## config.mk

```make
export PLATFORM = sky130hd
export DESIGN_NAME = vram_write_scheduler_flat
export DESIGN_NICKNAME = d
export VERILOG_FILES = /design/src/rtl/display_pkg.sv /design/src/rtl/vram_write_scheduler_if.sv /design/src/rtl/vram_write_scheduler_fifo.sv /design/src/rtl/vram_write_scheduler.sv /design/src/flat_wrapper.sv
export SDC_FILE = /design/constraint.sdc
export NUM_CORES = 1
export LEC_CHECK = 0
export ABC_AREA = 1
export CAP_MARGIN = 15
export CORE_MARGIN = 2
export CORE_UTILIZATION = 55
export DETAILED_ROUTE_END_ITERATION = 10
export HOLD_SLACK_MARGIN = 0.15
export PLACE_DENSITY = 0.77
export SLEW_MARGIN = 20
export SYNTH_ARGS = -nofsm -noshare
export SYNTH_HDL_FRONTEND = slang
export SYNTH_SLANG_ARGS = --single-unit
```

## constraint.sdc

```tcl
create_clock -name sys_clock -period 7.68 [get_ports sys_clock]
set_input_delay 1.536 -clock sys_clock [delete_from_list [all_inputs] [get_ports sys_clock]]
set_output_delay 1.536 -clock sys_clock [all_outputs]
set_load 0.01 [all_outputs]
```

## src/rtl/display_pkg.sv

```systemverilog
// Shared constants, state encodings and glyph helper for the VRAM write path.
package display_pkg;
  localparam int ROW_W   = 5;
  localparam int COL_W   = 6;
  localparam int VRAM_AW = 11;

  localparam logic [5:0] CHAR_SPACE = 6'd32;

  localparam logic [7:0] CR    = 8'h0D;
  localparam logic [7:0] CR_HI = 8'h8D;
  localparam logic [7:0] NUL   = 8'h00;
  localparam logic [7:0] LF    = 8'h0A;
  localparam logic [7:0] DEL   = 8'h7F;
  localparam logic [7:0] ESC   = 8'h9B;

  typedef logic [1:0] sched_state_t;
  localparam sched_state_t S_IDLE   = 2'd0;
  localparam sched_state_t S_CHAR   = 2'd1;
  localparam sched_state_t S_SCROLL = 2'd2;
  localparam sched_state_t S_CLEAR  = 2'd3;

  function automatic logic [5:0] glyph(input logic [7:0] d);
    return {~d[6], d[4:0]};
  endfunction
endpackage

```

## src/rtl/vram_write_scheduler_if.sv

```systemverilog
// CPU TX handshake plus the display RAM write port.
interface vram_write_scheduler_if;
  import display_pkg::*;
  logic               cpu_clken;
  logic               tx_we;
  logic [7:0]         tx_data;
  logic               tx_ready;
  logic [VRAM_AW-1:0] vram_w_addr;
  logic [5:0]         vram_w_data;
  logic               vram_w_en;

  modport master (
    output cpu_clken, tx_we, tx_data,
    input  tx_ready, vram_w_addr, vram_w_data, vram_w_en
  );
  modport slave (
    input  cpu_clken, tx_we, tx_data,
    output tx_ready, vram_w_addr, vram_w_data, vram_w_en
  );
endinterface

```

## src/rtl/vram_write_scheduler_fifo.sv

```systemverilog
// Show-ahead TX character FIFO with flush and look-ahead full flag.
module char_fifo #(
  parameter int DEPTH = 4
) (
  input  logic       sys_clock,
  input  logic       reset,
  input  logic       push,
  input  logic       pop,
  input  logic       flush,
  input  logic [7:0] din,
  output logic [7:0] dout,
  output logic       full,
  output logic       empty,
  output logic       full_next
);
  localparam int AW = $clog2(DEPTH);

  logic [7:0]    mem [DEPTH];
  logic [AW-1:0] wr_ptr, rd_ptr;
  logic [AW:0]   count, count_nxt;
  logic          do_push, do_pop;

  assign full    = count == (AW+1)'(DEPTH);
  assign empty   = count == '0;
  assign do_pop  = pop & ~empty;
  assign do_push = push & (~full | do_pop);
  assign dout    = mem[rd_ptr];

  always_comb begin
    count_nxt = count;
    if (flush)
      count_nxt = '0;
    else
      count_nxt = count + (AW+1)'(do_push) - (AW+1)'(do_pop);
  end

  assign full_next = count_nxt == (AW+1)'(DEPTH);

  always_ff @(posedge sys_clock or posedge reset) begin
    if (reset) begin
      wr_ptr <= '0;
      rd_ptr <= '0;
      count  <= '0;
    end else begin
      count <= count_nxt;
      if (flush) begin
        wr_ptr <= '0;
        rd_ptr <= '0;
      end else begin
        if (do_push) wr_ptr <= wr_ptr + 1'b1;
        if (do_pop)  rd_ptr <= rd_ptr + 1'b1;
      end
    end
  end

  always_ff @(posedge sys_clock) begin
    if (do_push & ~flush) mem[wr_ptr] <= din;
  end
endmodule

```

## src/rtl/vram_write_scheduler.sv

```systemverilog
// Owns the VRAM write port: decodes TX chars, scroll-clears a row, clears the screen.
module vram_write_scheduler
  import display_pkg::*;
#(
  parameter int FIFO_DEPTH = 4,
  parameter int COLS       = 40,
  parameter int ROWS       = 24
) (
  input  logic               sys_clock,
  input  logic               reset,
  input  logic               pixel_clken,
  input  logic               clr_req,
  vram_write_scheduler_if.slave bus,
  output logic [VRAM_AW-1:0] cursor_addr,
  output logic [ROW_W-1:0]   start_row,
  output logic               busy
);
  localparam logic [COL_W-1:0] LAST_COL = COL_W'(COLS - 1);
  localparam logic [ROW_W-1:0] ROWS_R   = ROW_W'(ROWS);

  sched_state_t     state;
  logic [ROW_W-1:0] cur_row, end_row, sw_row, nxt_row;
  logic [COL_W-1:0] cur_col, sw_col, nxt_col;
  logic [7:0]       char_q, fifo_dout;
  logic             fifo_full, fifo_empty, fifo_full_next;
  logic             push, pop, flush, clear_end, char_wr;
  logic             wr_en;
  logic [VRAM_AW-1:0] wr_addr;
  logic [5:0]       wr_data;

  assign push      = bus.tx_we & bus.cpu_clken & bus.tx_ready;
  assign clear_end = (sw_row == '1) && (sw_col == LAST_COL);
  assign pop       = pixel_clken & (state == S_IDLE) & ~clr_req
                   & (cur_row != end_row) & ~fifo_empty;
  assign flush     = pixel_clken & clr_req
                   & ((state != S_CLEAR) | clear_end);

  char_fifo #(.DEPTH(FIFO_DEPTH)) u_fifo (
    .sys_clock (sys_clock),
    .reset     (reset),
    .push      (push),
    .pop       (pop),
    .flush     (flush),
    .din       (bus.tx_data),
    .dout      (fifo_dout),
    .full      (fifo_full),
    .empty     (fifo_empty),
    .full_next (fifo_full_next)
  );

  always_comb begin
    nxt_row = cur_row;
    nxt_col = cur_col;
    char_wr = 1'b0;
    unique case (1'b1)
      (char_q == CR) || (char_q == CR_HI): begin
        nxt_col = '0;
        nxt_row = cur_row + 1'b1;
      end
      (char_q == NUL) || (char_q == LF) ||
      (char_q == DEL) || (char_q == ESC): nxt_col = '0;
      default: begin
        char_wr = 1'b1;
        if (cur_col == LAST_COL) begin
          nxt_col = '0;
          nxt_row = cur_row + 1'b1;
        end else begin
          nxt_col = cur_col + 1'b1;
        end
      end
    endcase
  end

  always_comb begin
    wr_en   = 1'b0;
    wr_addr = {cur_row, cur_col};
    wr_data = glyph(char_q);
    unique case (state)
      S_CHAR: wr_en = char_wr;
      S_SCROLL: begin
        wr_en   = 1'b1;
        wr_addr = {end_row, sw_col};
        wr_data = CHAR_SPACE;
      end
      S_CLEAR: begin
        wr_en   = 1'b1;
        wr_addr = {sw_row, sw_col};
        wr_data = CHAR_SPACE;
      end
      default: ;
    endcase
  end

  always_ff @(posedge sys_clock or posedge reset) begin
    if (reset) begin
      bus.vram_w_en   <= 1'b0;
      bus.vram_w_addr <= '0;
      bus.vram_w_data <= '0;
      bus.tx_ready    <= 1'b0;
    end else begin
      bus.tx_ready  <= ~fifo_full_next;
      bus.vram_w_en <= pixel_clken & wr_en;
      if (pixel_clken & wr_en) begin
        bus.vram_w_addr <= wr_addr;
        bus.vram_w_data <= wr_data;
      end
    end
  end

  always_ff @(posedge sys_clock or posedge reset) begin
    if (reset) begin
      state     <= S_IDLE;
      cur_row   <= '0;
      cur_col   <= '0;
      start_row <= '0;
      end_row   <= ROWS_R;
      sw_row    <= '0;
      sw_col    <= '0;
      char_q    <= '0;
    end else if (pixel_clken) begin
      unique case (state)
        S_IDLE: begin
          if (clr_req) begin
            state <= S_CLEAR;
          end else if (cur_row == end_row) begin
            state <= S_SCROLL;
          end else if (!fifo_empty) begin
            state  <= S_CHAR;
            char_q <= fifo_dout;
          end
        end
        S_CHAR: begin
          cur_row <= nxt_row;
          cur_col <= nxt_col;
          if (clr_req)
            state <= S_CLEAR;
          else if (nxt_row == end_row)
            state <= S_SCROLL;
          else
            state <= S_IDLE;
        end
        S_SCROLL: begin
          sw_col <= sw_col + 1'b1;
          if (sw_col == LAST_COL) begin
            sw_col    <= '0;
            start_row <= start_row + 1'b1;
            end_row   <= end_row + 1'b1;
          end
          if (clr_req)
            state <= S_CLEAR;
          else if (sw_col == LAST_COL)
            state <= S_IDLE;
        end
        default: begin
          if (sw_col == LAST_COL) begin
            sw_col <= '0;
            sw_row <= sw_row + 1'b1;
          end else begin
            sw_col <= sw_col + 1'b1;
          end
          if (clear_end) begin
            cur_row   <= '0;
            cur_col   <= '0;
            start_row <= '0;
            end_row   <= ROWS_R;
            if (!clr_req) state <= S_IDLE;
          end
        end
      endcase
      // Every entry into a sweep starts from the screen origin.
      if (clr_req && state != S_CLEAR) begin
        sw_row  <= '0;
        sw_col  <= '0;
        cur_row <= '0;
        cur_col <= '0;
      end
    end
  end

  assign cursor_addr = {cur_row, cur_col};
  assign busy        = state != S_IDLE;
endmodule

```

## src/flat_wrapper.sv

```systemverilog
// flat-port wrapper written by rule: the top's interface ports become plain ports
module vram_write_scheduler_flat import display_pkg::*;
#(
  parameter int FIFO_DEPTH = 4,
  parameter int COLS       = 40,
  parameter int ROWS       = 24
)
  (sys_clock, reset, pixel_clken, clr_req, cursor_addr, start_row, busy, bus_cpu_clken, bus_tx_we, bus_tx_data, bus_tx_ready, bus_vram_w_addr, bus_vram_w_data, bus_vram_w_en);
  vram_write_scheduler_if bus_i ();
  input  logic sys_clock;
  input  logic reset;
  input  logic pixel_clken;
  input  logic clr_req;
  output logic [VRAM_AW-1:0] cursor_addr;
  output logic [ROW_W-1:0] start_row;
  output logic busy;
  input wire logic [$bits(bus_i.cpu_clken)-1:0] bus_cpu_clken;
  input wire logic [$bits(bus_i.tx_we)-1:0] bus_tx_we;
  input wire logic [$bits(bus_i.tx_data)-1:0] bus_tx_data;
  output wire logic [$bits(bus_i.tx_ready)-1:0] bus_tx_ready;
  output wire logic [$bits(bus_i.vram_w_addr)-1:0] bus_vram_w_addr;
  output wire logic [$bits(bus_i.vram_w_data)-1:0] bus_vram_w_data;
  output wire logic [$bits(bus_i.vram_w_en)-1:0] bus_vram_w_en;
  assign bus_i.cpu_clken = bus_cpu_clken;
  assign bus_i.tx_we = bus_tx_we;
  assign bus_i.tx_data = bus_tx_data;
  assign bus_tx_ready = bus_i.tx_ready;
  assign bus_vram_w_addr = bus_i.vram_w_addr;
  assign bus_vram_w_data = bus_i.vram_w_data;
  assign bus_vram_w_en = bus_i.vram_w_en;
  vram_write_scheduler #(.FIFO_DEPTH(FIFO_DEPTH), .COLS(COLS), .ROWS(ROWS)) u_core (.sys_clock(sys_clock), .reset(reset), .pixel_clken(pixel_clken), .clr_req(clr_req), .bus(bus_i), .cursor_addr(cursor_addr), .start_row(start_row), .busy(busy));
endmodule
```

==> impl_metrics.tcl <==
set metrics [dict create \
    outcome "complete, no violations" \
    grt_pass1_vias 4091 \
    hold_buffers 0 \
    ant_nets 0 \
    finalHoldViolCount 0 \
    crit_top_cell "inv_1" \
    hold_depth 2 \
    vdd_drop_max_uv 153 \
    cts_resized 0 \
    r2r_end "u_core.bus.tx_ready" \
    fin_crit_sh_pct 52.2 \
    yosysMostFrequentCell "nand2_1" \
    crit_arrival_ns 4.28 \
    fin_setup_tns_ns 0 \
    setup_viol 0 \
    netlist_area_mm2 0.00517 \
    clock_latency_ns 0.39 \
    via_per_inst 5.54 \
    start_kind "primary input" \
    fin_crit_ns 4.01 \
    fillerInstances 779 \
    path_max_fanout 18 \
    slowest_delay_ns 0.45 \
    r2r_start "u_core.state[1]" \
    setup_ws_ns 3.67 \
    fin_cells 755 \
    synth_top_area_cell "dfrtp_1" \
    dpl-instance-area_mm2 0.00575 \
    synth_warnings 0 \
    num_antenna_cells 0 \
    first_pass_iters 6 \
    cts_setup_buffers 0 \
    grt_usage_pct 23.8 \
    yosys-top-cells-count "106 x nand2_1, 85 x nor2_1, 69 x inv_1" \
    coreArea_mm2 0.00920 \
    critPathKind "primary input to flop" \
    cp.buffers_inverters 5 \
    yosys.area.top_type_share_pct 31.9 \
    p_total_mw 1.83 \
    syn_inst 589 \
    yosys-top-cells-area "dfrtp_1 32%, edfxtp_1 19%, nand2_1 7.7%, nor2_1 6.2%, inv_1 5.0%" \
    p_per_area_mw_per_mm2 307 \
    grt_pass1_wl_um 19000 \
    grt.overflow.total 0 \
    numPortBuffers 49 \
    numCtsBuffers 9 \
    fin_worst_skew_ns 0.0204 \
    tightest_slew_ns 0.841 \
    end_kind "flop" \
    avgSynthCellArea_um2 8.78 \
    drc 0 \
    drtIter0Drc 210 \
    holdPathEnd "u_core.end_row[4]" \
    crit_chain "clkdlybuf4s50_1 -> inv_1 -> nor3_1 -> nand2_1 -> clkinv_1 -> ha_1 -> inv_1 -> ha_1 -> inv_1 -> fa_1 -> xor2_1 -> nor2_1 -> nand3_1" \
    rsz0062_at_grt "false" \
    die_w_um 101 \
    start_util_pct 56.3 \
    worst-path-stages 13 \
    synth-seq-area-share_pct 51.5 \
    cts_root_buffer "clkbuf_8" \
    rrSetupSlack_ns 4.25 \
    core.rowCount 35 \
    max-slew-margin-rel_pct 43.9 \
    die_height_um 101 \
    grt_max_degree 69 \
    drive_above_1_share_pct 7.14 \
    fmax_mhz 249 \
    routed_wl_um 11400 \
    post-place-ws_ns 3.27 \
    vias 4185 \
    ios 50 \
    synth_edf_count 32 \
    h-tree-depth 3 \
    hp-class "flop to flop" \
    leakagePower_nw 2.58 \
    synth_nets 623 \
    layout.nets 673 \
    required_ns 7.95 \
    crit_slowest_cell "clkdlybuf4s50_1" \
    areaGrowthSynthToFinish_pct 15.2 \
    cts_tree "done" \
    clk_pin_slew_worst_paths_ns 0.12 \
    min_from "u_core.end_row[4]" \
    place_congestion 0.863 \
    grt_antenna_before_repair 0 \
    dpl.hpwl_um 8510 \
    dominantRegCellSynth "dfrtp_1" \
    ys_types 45 \
    wl_per_cell_um 15.1 \
    synth-seq-cells 100 \
    r2r_cells 14 \
    synth-async-reset-ratio_pct 68.0 \
    clock_path_buffers 2 \
    critPathTopFamily "buffers and inverters" \
    clkSinkCount 100 \
    dpl.cell_count 739 \
    drv_slew 0 \
    dieArea_mm2 0.0102 \
    drv_cap 0 \
    final_cell_area_mm2 0.00596 \
]
[layout make-up]
| cell class | instances | area [um2] | share of cell area, % |
|---|---|---|---|
| flip-flops and latches | 100 | 2670 | 44.7 |
| multi-input cells | 400 | 2150 | 36.0 |
| repair buffers | 51 | 505 | 8.48 |
| inverters | 77 | 292 | 4.89 |
| well taps | 111 | 139 | 2.33 |
| clock buffers | 9 | 124 | 2.08 |
| clock inverters | 7 | 88.8 | 1.49 |
[power breakdown]
part	internal [mW]	switching (mW)
sequential	0.674	0.118
combinational	0.285	0.402
clock	0.132	0.217
total	1.09	0.737
[metal layers]
layer / track usage [%] / vias to the layer above / share of wire (%)
met2: 40.3 / 146 / 49
li1: - / 2063 / -
met5: 0 / - / 0
met3: 4.85 / 26 / 5.8
met1: 30.5 / 1950 / 43
met4: 8.21 / 0 / 2.0
[sequential cells by signal (all words and copies together) (netlist names)]
name and flops:
u_core.state 2, u_core.start_row 5, u_core.u_fifo.mem 32, u_core.bus.vram_w_addr 11, u_core.end_row 5, u_core.u_fifo.count 3, u_core.u_fifo.wr_ptr 2, u_core.bus.tx_ready 1
u_core.cur_row 5, u_core.char_q 8, u_core.cur_col 6, u_core.sw_row 5, u_core.sw_col 6, u_core.u_fifo.rd_ptr 2, u_core.bus.vram_w_en 1, u_core.bus.vram_w_data 6
[worst max-delay path by stage]
stage                            from             endpoint  slack, ns
after global placement    pixel_clken  u_core.bus.tx_ready       3.39
after global routing      pixel_clken  u_core.bus.tx_ready       3.41
after floorplan           pixel_clken  u_core.bus.tx_ready       4.12
after detailed placement  pixel_clken  u_core.bus.tx_ready       3.27
after CTS                 pixel_clken  u_core.bus.tx_ready       3.68
final                     pixel_clken  u_core.bus.tx_ready       3.67
[stage by stage]
stage	hold slack, ns	utilization (%)
floorplan	0.476	-
global placement	0.491	62.5
detailed placement	0.499	62.5
CTS	0.515	64.8
global route	0.555	64.8
finish	0.510	64.8
[worst min-delay path, stage by stage, from the launching register on]
cell     delay (ns)
dfstp_2        0.40
nand2_1        0.06
nand3_1        0.06
[placed cells by master, fill, tap and decap left out, types with 2 or more instances in the layout]
cell type,Yosys,layout
dfrtp_1,66,66
nand3_1,47,47
dfstp_2,2,2
ha_1,19,19
a31oi_2,3,3
a21oi_2,5,5
edfxtp_1,32,32
inv_2,4,5
clkinv_8,0,3
inv_8,0,2
o21a_1,2,2
nor3b_1,2,2
o21ai_0,49,49
a31oi_1,8,8
nor3_1,9,9
o22ai_1,8,8
buf_4,0,2
clkinv_2,2,2
nand2_2,2,2
o32ai_1,8,8
nor2_1,85,85
nand4_1,3,3
clkinv_1,2,2
a21oi_1,12,12
nand2_1,106,106
xor2_1,11,11
inv_1,69,68
nor2_2,4,4
xnor2_1,2,2
clkdlybuf4s50_1,0,49
clkbuf_8,0,9
[cells by family after synthesis]
family | Yosys count | share of synthesized area (%)
mux | 1 | 0.193
simple gates | 264 | 21.8
xor+xnor | 13 | 2.20
buf+inv | 89 | 6.96
flops | 100 | 51.5
compound gates | 102 | 12.4
fa+ha+maj | 20 | 4.98
No activity file was read; power rests on OpenSTA's default activity.
